## src/rtl/load_fill_ctrl.sv

```systemverilog
// Load lookup / fill sequencer: checks the valid RAM for a request and fetches from memory on a miss.
// Optional LOAD_FILL_STATS_EN adds saturating hit_cnt/miss_cnt outputs.
module load_fill_ctrl #(
    parameter int TIMEOUT_CYC = 255
) (
    input  logic       clk,
    input  logic       rst,
    input  logic       req_valid,
    output logic       req_ready,
    input  logic [9:0] req_addr,
    input  logic [1:0] req_size,
    output logic [9:0] vr_addr,
    output logic [1:0] vr_size,
    output logic       vr_write,
    input  logic [3:0] vr_valid,
    output logic       mem_req,
    output logic [9:0] mem_addr,
    output logic [1:0] mem_size,
    input  logic       mem_ack,
    output logic       done,
    output logic       hit,
    output logic       err
`ifdef LOAD_FILL_STATS_EN
    ,
    output logic [15:0] hit_cnt,
    output logic [15:0] miss_cnt
`endif
);

    // state  | meaning
    // IDLE   | waiting for a request, req_ready high
    // LOOKUP | address presented to the valid RAM
    // CHECK  | valid bits sampled against the size mask
    // FETCH  | mem_req held until mem_ack or timeout
    // WRITE  | one-cycle valid-RAM set strobe
    // DONE   | one-cycle done pulse qualified by hit/err

    typedef enum logic [2:0] {
        IDLE,
        LOOKUP,
        CHECK,
        FETCH,
        WRITE,
        DONE
    } state_t;

    localparam logic [7:0] TIMER_LOAD = 8'(TIMEOUT_CYC - 1);

    state_t     state;
    state_t     stateNext;
    logic [9:0] addrQ;
    logic [1:0] sizeQ;
    logic [7:0] timerQ;
    logic [7:0] timerNext;
    logic       loadReq;
    logic       hitNext;
    logic       errNext;
    logic [3:0] sizeMask;

    always_comb begin
        case (sizeQ)
            2'd0:    sizeMask = 4'b0001;
            2'd1:    sizeMask = 4'b0011;
            default: sizeMask = 4'b1111;
        endcase
    end

    always_comb begin
        stateNext = state;
        timerNext = timerQ;
        loadReq   = 1'b0;
        hitNext   = 1'b0;
        errNext   = 1'b0;
        case (state)
            IDLE: begin
                if (req_valid) begin
                    loadReq = 1'b1;
                    if (req_size == 2'd3) begin
                        stateNext = DONE;
                        errNext   = 1'b1;
                    end else begin
                        stateNext = LOOKUP;
                    end
                end
            end
            LOOKUP: stateNext = CHECK;
            CHECK: begin
                if ((vr_valid & sizeMask) == sizeMask) begin
                    stateNext = DONE;
                    hitNext   = 1'b1;
                end else begin
                    stateNext = FETCH;
                    timerNext = TIMER_LOAD;
                end
            end
            FETCH: begin
                // ack takes priority over the terminal count on the same edge
                if (mem_ack) begin
                    stateNext = WRITE;
                end else if (timerQ == 8'd0) begin
                    stateNext = DONE;
                    errNext   = 1'b1;
                end else begin
                    timerNext = timerQ - 8'd1;
                end
            end
            WRITE:   stateNext = DONE;
            DONE:    stateNext = IDLE;
            default: stateNext = IDLE;
        endcase
    end

    always_ff @(posedge clk) begin
        if (rst) begin
            state     <= IDLE;
            addrQ     <= '0;
            sizeQ     <= '0;
            timerQ    <= '0;
            req_ready <= 1'b1;
            vr_write  <= 1'b0;
            mem_req   <= 1'b0;
            done      <= 1'b0;
            hit       <= 1'b0;
            err       <= 1'b0;
        end else begin
            state     <= stateNext;
            timerQ    <= timerNext;
            if (loadReq) begin
                addrQ <= req_addr;
                sizeQ <= req_size;
            end
            req_ready <= (stateNext == IDLE);
            vr_write  <= (stateNext == WRITE);
            mem_req   <= (stateNext == FETCH);
            done      <= (stateNext == DONE);
            hit       <= hitNext;
            err       <= errNext;
        end
    end

    assign vr_addr  = addrQ;
    assign vr_size  = sizeQ;
    assign mem_addr = addrQ;
    assign mem_size = sizeQ;

`ifdef LOAD_FILL_STATS_EN
    always_ff @(posedge clk) begin
        if (rst) begin
            hit_cnt  <= '0;
            miss_cnt <= '0;
        end else begin
            if (done && hit && (hit_cnt != 16'hFFFF)) begin
                hit_cnt <= hit_cnt + 16'd1;
            end
            if (done && !hit && !err && (miss_cnt != 16'hFFFF)) begin
                miss_cnt <= miss_cnt + 16'd1;
            end
        end
    end
`endif

endmodule
```

## config.mk

```make
export PLATFORM = sky130hd
export DESIGN_NAME = load_fill_ctrl
export DESIGN_NICKNAME = d
export VERILOG_FILES = /design/src/rtl/load_fill_ctrl.sv
export SDC_FILE = /design/constraint.sdc
export NUM_CORES = 1
export LEC_CHECK = 0
export ABC_AREA = 1
export CAP_MARGIN = 15
export CORE_MARGIN = 2
export CORE_UTILIZATION = 47
export DETAILED_ROUTE_END_ITERATION = 10
export PLACE_DENSITY = 0.84
export SLEW_MARGIN = 5
export SYNTH_ARGS = -nofsm -noshare
export SYNTH_HDL_FRONTEND = slang
export SYNTH_SLANG_ARGS = --single-unit
export TNS_END_PERCENT = 5
```

## constraint.sdc

```tcl
create_clock -name clk -period 2.71 [get_ports clk]
set_clock_uncertainty 0.15 [all_clocks]
set_input_delay 0.542 -clock clk [delete_from_list [all_inputs] [get_ports clk]]
set_output_delay 0.542 -clock clk [all_outputs]
set_load 0.03 [all_outputs]
```

==> results.cfg, run 1 <==
[yosys]
yosys_warnings = 0
synthSimpleGateAreaFrac_pct = 30.7
yosysUniqueCellTypes = 24
synth_fa_ha_area_share_pct = 0.917
synth_top_family_by_area = simple AND/OR/NAND/NOR gates
async_flop_share_pct = 0
yosysMostFrequentCell = nand2_1
synthCells = 189
synthTopCellsByCount = nand2_1 (45), dfxtp_1 (29), a21oi_1 (19)
synth_edf_count = 0
synth_nets = 210
ys.flop_type = dfxtp_1
synthMuxAreaShare_pct = 0
synth_top_area_share_pct = 42.6
synthXorXnorAreaFrac_pct = 1.93
syn_area_um2 = 1360
avgSynthCellArea_um2 = 7.22
synth-seq-area-share_pct = 42.6
synth_compound_area_share_pct = 10.6
ys_seq_elements = 29
synth_area_leaders = dfxtp_1 (43%), nand2_1 (12%), a21oi_1 (7.0%)
synth.largest_area_cell = dfxtp_1

[critical_path]
endpoint_kind = output pin
reg2reg_depth = 10
crit_path_cell_trace = clkdlybuf4s50_1
slowest_stage = clkdlybuf4s50_1
required_ps = 2020
crit_path_max_incr_delay_ps = 690
path_max_fanout = 5
worstSetupPathType = flop to output pin
arrival_ps = 1410
crit_family = buffers and inverters
regToRegEndpoint = timerQ[0]
reg2reg_slack_ps = 960
critPathBufInv = 1
rr_startpoint = timerQ[0]
cp-start-kind = flop

[floorplan]
die_w_um = 57.9
core_um2 = 2760
pin_count = 50
die_area_um2 = 3350
std_cell_rows = 19
die_h_um = 57.9
initial_utilization_pct = 49.5

[global_route]
antenna_found_initial = 0
grt_max_degree = 23
grt_pass1_wl_um = 5300
grt_usage_pct = 20.7
first_global_vias = 1219
globalRouteOverflowTotal = 0

[drt]
drtIter0Drc = 34
via_per_inst = 4.91
drc = 0
wl_per_cell_um = 11.9
detail_route.wirelength_um = 3140
ant_nets = 0
vias = 1292
dr.pass1.iters = 4

[pwr]
p_comb_share_pct = 41.1
p_seq_share_pct = 37.9
switchingPower_mw = 0.541
clkPwrFrac_pct = 21.1
p_int_mw = 0.872
peakVddDrop_v = 0.000489
power_density_nw_per_um2 = 755
power_switching_share_pct = 38.3
leakage_nw = 0.771
total_power_mw = 1.41

[layout]
syn_to_final_growth_pct = 37.2
final_core_utilization_pct = 67.9
num-nets-final = 252
fin_cells = 263
drive_above_1_share_pct = 6.90
n_antenna_cell = 0
postLayoutCellArea_um2 = 1870

[timing]
whs_ps = 334
fin_crit_ps = 2100
setup_ws_ps = 611
min_period_over_period_pct = 77.5
totalNegativeSetupSlack_ps = 0
finalSetupViolCount = 0
slew_headroom_pct = 69.1
slew_viol_final = 0
hold_viol_final = 0
rsz0062_at_grt = false
fmax_ghz = 0.476
worst_pin_slew_ps = 462

[worst_hold_path]
hp-start = mem_addr[3]
hold_class = flop to flop
worstHoldEndpoint = mem_addr[3]
whs_path_depth = 2

[place]
dpl_cell_area_um2 = 1800
place.gp.congestion = 0.868
portBuffers = 49
place_ws_ps = 645
post-place-cells = 255
hpwl_um = 2340

[cts]
clock_latency_ps = 320
clock_sinks = 29
post_cts_buffers = 0
clk_pin_slew_worst_paths_ps = 100
clockBufferDepth = 2
htreeDepth = 2
hold_buffers = 0
cts.repair.resized = 0
cts_root_buffer = clkbuf_4
cts_tree = done
cts_buffers = 5

[status]
status = finished clean

[job]
maxCapViolations = 0
[registers in the layout (all words and copies together), names as in the netlist]
register   cells
done           1
err            1
hit            1
mem_addr      10
mem_req        1
mem_size       2
req_ready      1
state          3
timerQ         8
vr_write       1
[area by class of cell]
cell class,instances,area [um2]
fill,249,886
multi-input combinational,124,602
sequential,29,581
timing repair buffer,51,505
inverter,20,75.1
clock buffer,7,65.1
tap,31,38.8
clock inverter,1,5.00
[cell families after synthesis]
logic type,count (synthesis)
compound gates,28
xor+xnor,3
fa+ha+maj,1
buf+inv,36
flops,29
simple gates,92
[worst min-delay path, cell delays in order, from the launching register on]
cell,delay [ps]
dfxtp_1,330
nand2_1,60
a21oi_1,50
[power groups by stage]
stage	Combinational [mW]	Clock [mW]	Sequential, mW
floorplan	0.352	0	0.606
global placement	0.570	0	0.544
detailed placement	0.581	0	0.545
CTS	0.583	0.305	0.536
global route	0.638	0.328	0.547
finish	0.580	0.298	0.535
[layer usage]
metal	vias up	share of wire (%)	GRT usage, %
met2	38	49	33.0
li1	681	-	-
met5	-	0	0
met3	5	6.2	7.14
met1	568	43	24.9
met4	0	1.5	9.97
[worst max-delay path by stage]
stage / start / cells past startpoint / slack (ps) / to
floorplan: timerQ[0] / 10 / 1170 / timerQ[0]
global placement: req_valid / 8 / 670 / req_ready
detailed placement: req_valid / 8 / 640 / req_ready
CTS: mem_size[0] / 1 / 600 / mem_size[0]
global route: mem_size[1] / 1 / 550 / mem_size[1]
finish: mem_size[1] / 1 / 610 / vr_size[1]
[cells in the final DEF, fill, tap and decap left out, types with 2 or more instances in the layout]
cell type,netlist,layout
a21oi_1,19,19
buf_4,12,2
clkbuf_4,0,5
clkbuf_8,0,2
clkdlybuf4s50_1,0,49
dfxtp_1,29,29
inv_1,18,18
inv_2,2,2
nand2_1,45,45
nand3_1,18,18
nand4_1,4,4
nor2_1,18,18
nor3_1,2,2
o21ai_0,3,3
o21ai_1,4,4
xnor2_1,2,2
No activity file was read; power rests on OpenSTA's default activity.
==> run 2, diff against run 1 <==
--- a/config.mk
+++ b/config.mk
@@ -8,9 +8,9 @@
 export ABC_AREA = 1
 export CAP_MARGIN = 15
 export CORE_MARGIN = 2
-export CORE_UTILIZATION = 47
+export CORE_UTILIZATION = 44
 export DETAILED_ROUTE_END_ITERATION = 10
-export PLACE_DENSITY = 0.84
+export PLACE_DENSITY = 0.79
 export SLEW_MARGIN = 5
 export SYNTH_ARGS = -nofsm -noshare
 export SYNTH_HDL_FRONTEND = slang
==> constraint.sdc (replaced) <==
create_clock -name clk -period 2.1 [get_ports clk]
set_clock_uncertainty 0.15 [all_clocks]
set_input_delay 0.42 -clock clk [delete_from_list [all_inputs] [get_ports clk]]
set_output_delay 0.42 -clock clk [all_outputs]
set_load 0.03 [all_outputs]
==> results.cfg, run 2 (synthesized netlist as in run 1, its figures left out) <==
[floorplan]
std_cell_rows = 20
die_w_um = 59.7
core_um2 = 3000
pin_count = 50
die_h_um = 59.7
initial_utilization_pct = 45.4
die_area_um2 = 3560

[cts]
clk_pin_slew_worst_paths_ps = 90
cts_tree = done
hold_buffers = 0
cts_buffers = 5
clockBufferDepth = 2
cts_root_buffer = clkbuf_4
clock_latency_ps = 330
htreeDepth = 2
clock_sinks = 29

[global_route]
globalRouteOverflowTotal = 0
first_global_vias = 1207
grt_pass1_wl_um = 5130
grt_usage_pct = 18.9
antenna_found_initial = 0
grt_max_degree = 23

[worst_hold_path]
hp-start = mem_addr[8]
whs_path_depth = 2
hold_class = flop to flop
worstHoldEndpoint = mem_addr[8]

[timing]
hold_viol_final = 0
worst_pin_slew_ps = 439
fin_crit_ps = 2000
totalNegativeSetupSlack_ps = 0
slew_headroom_pct = 70.7
finalSetupViolCount = 0
slew_viol_final = 0
min_period_over_period_pct = 95.1
rsz0062_at_grt = false
fmax_ghz = 0.501

[drt]
dr.pass1.iters = 4
ant_nets = 0
drtIter0Drc = 46
via_per_inst = 5.05
detail_route.wirelength_um = 3020
wl_per_cell_um = 11.3
drc = 0
vias = 1344

[pwr]
power_density_nw_per_um2 = 1020
peakVddDrop_v = 0.000572
total_power_mw = 1.93
leakage_nw = 0.813

[layout]
n_antenna_cell = 0
mostFrequentLayoutCells = clkdlybuf4s50_1 (47), nand2_1 (45), dfxtp_1 (29)
drive_above_1_share_pct = 7.30
syn_to_final_growth_pct = 39.7
n_fill_cell = 266
fin_cells = 266
num-nets-final = 253
largest_register_ffs = 10
final_common_cell = clkdlybuf4s50_1

[place]
portBuffers = 49
post-place-cells = 258
hpwl_um = 2280
place.gp.congestion = 0.839

[status]
status = finished clean

[critical_path]
regToRegEndpoint = timerQ[0]
crit_path_cell_trace = clkdlybuf4s50_1
rr_startpoint = timerQ[0]
path_max_fanout = 4
endpoint_kind = output pin
cp-start-kind = flop
critPathBufInv = 1
crit_family = buffers and inverters
reg2reg_depth = 10
slowest_stage = clkdlybuf4s50_1
arrival_ps = 1430
crit_path_max_incr_delay_ps = 700
worstSetupPathType = flop to output pin
required_ps = 1530
reg2reg_slack_ps = 350

[job]
maxCapViolations = 0
-- run 2: area by class of cell --
| type | count | area (um2) | share of cell area, % |
|---|---|---|---|
| clock buffers | 6 | 51.3 | 2.69 |
| repair buffers | 52 | 518 | 27.2 |
| inverters | 20 | 75.1 | 3.94 |
| multi-input cells | 124 | 602 | 31.6 |
| clock inverters | 2 | 37.5 | 1.97 |
| well taps | 33 | 41.3 | 2.17 |
| flip-flops and latches | 29 | 581 | 30.5 |
-- run 2: how the worst max path moves through the flow --
stage | endpoint | depth (start not counted) | start
2_1_floorplan | timerQ[0] | 10 | timerQ[0]
3_3_place_gp | timerQ[0] | 8 | vr_valid[1]
3_5_place_dp | timerQ[0] | 8 | vr_valid[1]
4_1_cts | vr_size[1] | 1 | mem_size[1]
5_1_grt | vr_size[0] | 1 | mem_size[0]
6_report | vr_size[0] | 1 | mem_size[0]
-- run 2: stage by stage --
stage	utilization [%]	hold slack, ps	area [um2]	setup WS, ps
floorplan	-	328	1360	559
global placement	60.3	317	1810	258
detailed placement	60.3	316	1810	227
CTS	63.3	331	1900	57.5
global route	63.5	356	1910	48.5
finish	63.5	328	1910	103
-- run 2: what timing repair did --
| action | CTS | global route |
|---|---|---|
| setup endpoints to repair | 0 | 2 |
| hold endpoints to repair | 0 | 0 |
| gates resized for setup | 0 | 2 |
| setup buffers | 0 | 0 |
-- run 2: per-layer routing --
metal	GRT usage (%)	up-vias	share of wire [%]
li1	-	687	-
met4	6.67	0	1.6
met2	30.6	56	43
met3	6.49	7	7.7
met5	0	-	0
met1	23.4	594	48
-- run 2: power breakdown --
group | internal, mW | leakage, nW | switching, mW
combinational | 0.309 | 0.531 | 0.446
sequential | 0.628 | 0.237 | 0.0627
clock | 0.283 | 0.0445 | 0.206
total | 1.22 | 0.813 | 0.715
==> run 3, diff against run 2 <==
--- a/config.mk
+++ b/config.mk
@@ -7,7 +7,7 @@
 export LEC_CHECK = 0
 export ABC_AREA = 1
 export CAP_MARGIN = 15
-export CORE_MARGIN = 2
+export CORE_MARGIN = 1.5
 export CORE_UTILIZATION = 44
 export DETAILED_ROUTE_END_ITERATION = 10
 export PLACE_DENSITY = 0.79
==> results.cfg, run 3 (synthesized netlist as in run 1, its figures left out) <==
[floorplan]
core_um2 = 3000
die_w_um = 58.7
initial_utilization_pct = 45.4
die_h_um = 58.7
die_area_um2 = 3440
pin_count = 50
std_cell_rows = 20

[drt]
dr.pass1.iters = 4
wl_per_cell_um = 11.3
detail_route.wirelength_um = 3020
ant_nets = 0
drc = 0
vias = 1317
via_per_inst = 4.95
drtIter0Drc = 57

[critical_path]
rr_startpoint = timerQ[0]
worstSetupPathType = flop to output pin
critPathBufInv = 1
arrival_ps = 1430
reg2reg_slack_ps = 350
endpoint_kind = output pin
crit_path_max_incr_delay_ps = 700
required_ps = 1530
worst-path-stages = 1
slowest_stage = clkdlybuf4s50_1
crit_path_cell_trace = clkdlybuf4s50_1
endpoint = mem_size[1]
critPathLaunch = mem_size[1]
regToRegEndpoint = timerQ[0]
crit_family = buffers and inverters
cp-start-kind = flop
reg2reg_depth = 10
path_max_fanout = 5

[pwr]
power_density_nw_per_um2 = 949
p_seq_share_pct = 39.0
p_comb_share_pct = 43.1
peakVddDrop_v = 0.000686
switchingPower_mw = 0.703
clkPwrFrac_pct = 17.9
power_switching_share_pct = 39.8
leakage_nw = 0.767
p_int_mw = 1.06
total_power_mw = 1.77

[cts]
cts_root_buffer = clkbuf_4
cts.repair.resized = 0
clockBufferDepth = 2
hold_buffers = 0
post_cts_buffers = 0
clock_latency_ps = 320
clk_pin_slew_worst_paths_ps = 90
htreeDepth = 2
cts_tree = done
clock_sinks = 29
cts_buffers = 5

[global_route]
first_global_vias = 1114
antenna_found_initial = 0
globalRouteOverflowTotal = 0
grt_pass1_wl_um = 4750
grt_max_degree = 23
grt_usage_pct = 18.1

[worst_hold_path]
hold_class = flop to flop

[layout]
largest_register_ffs = 10
final_common_cell = clkdlybuf4s50_1
fin_cells = 266
num-nets-final = 253
syn_to_final_growth_pct = 36.6
drive_above_1_share_pct = 6.87
mostFrequentLayoutCells = clkdlybuf4s50_1 (49), nand2_1 (45), dfxtp_1 (29)
final_core_utilization_pct = 62.0
n_antenna_cell = 0

[place]
hpwl_um = 2160
portBuffers = 49
place_ws_ps = 213
place.gp.congestion = 0.842
post-place-cells = 258

[timing]
hold_viol_final = 0
fin_crit_ps = 2000
rsz0062_at_grt = false
slew_viol_final = 0
slew_headroom_pct = 70.1
worst_pin_slew_ps = 448
min_period_over_period_pct = 95.0
fmax_ghz = 0.501
setup_ws_ps = 104
totalNegativeSetupSlack_ps = 0
finalSetupViolCount = 0

[status]
status = finished clean

[job]
maxCapViolations = 0
## run 3: area by class of cell
class | count | area (um2)
fill | 286 | 1140
multi-input combinational | 124 | 602
sequential | 29 | 581
timing repair buffer | 52 | 513
inverter | 20 | 75.1
clock buffer | 6 | 41.3
tap | 33 | 41.3
clock inverter | 2 | 10.0
## run 3: per-stage QoR
step	hold WS (ps)	cell area [um2]
4_1_cts	335	1860
2_1_floorplan	328	1360
3_5_place_dp	320	1810
5_1_grt	350	1860
3_3_place_gp	316	1810
6_report	333	1860
## run 3: worst min-delay path by stage
stage / start / endpoint / slack (ps) / cells after the start
after global placement: mem_addr[7] / mem_addr[7] / 320 / 2
after detailed placement: mem_addr[9] / mem_addr[9] / 320 / 2
after CTS: mem_addr[0] / mem_addr[0] / 330 / 2
final: mem_addr[5] / mem_addr[5] / 330 / 2
after global routing: mem_addr[0] / mem_addr[0] / 350 / 2
after floorplan: timerQ[0] / timerQ[0] / 330 / 2
## run 3: power groups by stage
stage	clock [mW]	sequential [mW]	combinational [mW]
floorplan	0	0.782	0.455
global placement	0	0.700	0.751
detailed placement	0	0.702	0.760
CTS	0.327	0.690	0.763
global route	0.344	0.700	0.835
finish	0.316	0.690	0.762
## run 3: routing by layer
layer	vias up	part of all wire [%]	global-route usage (%)
met5	-	0	0
met4	0	1.0	5.84
met3	4	7.0	5.05
met2	50	44	29.1
met1	579	48	23.5
li1	684	-	-
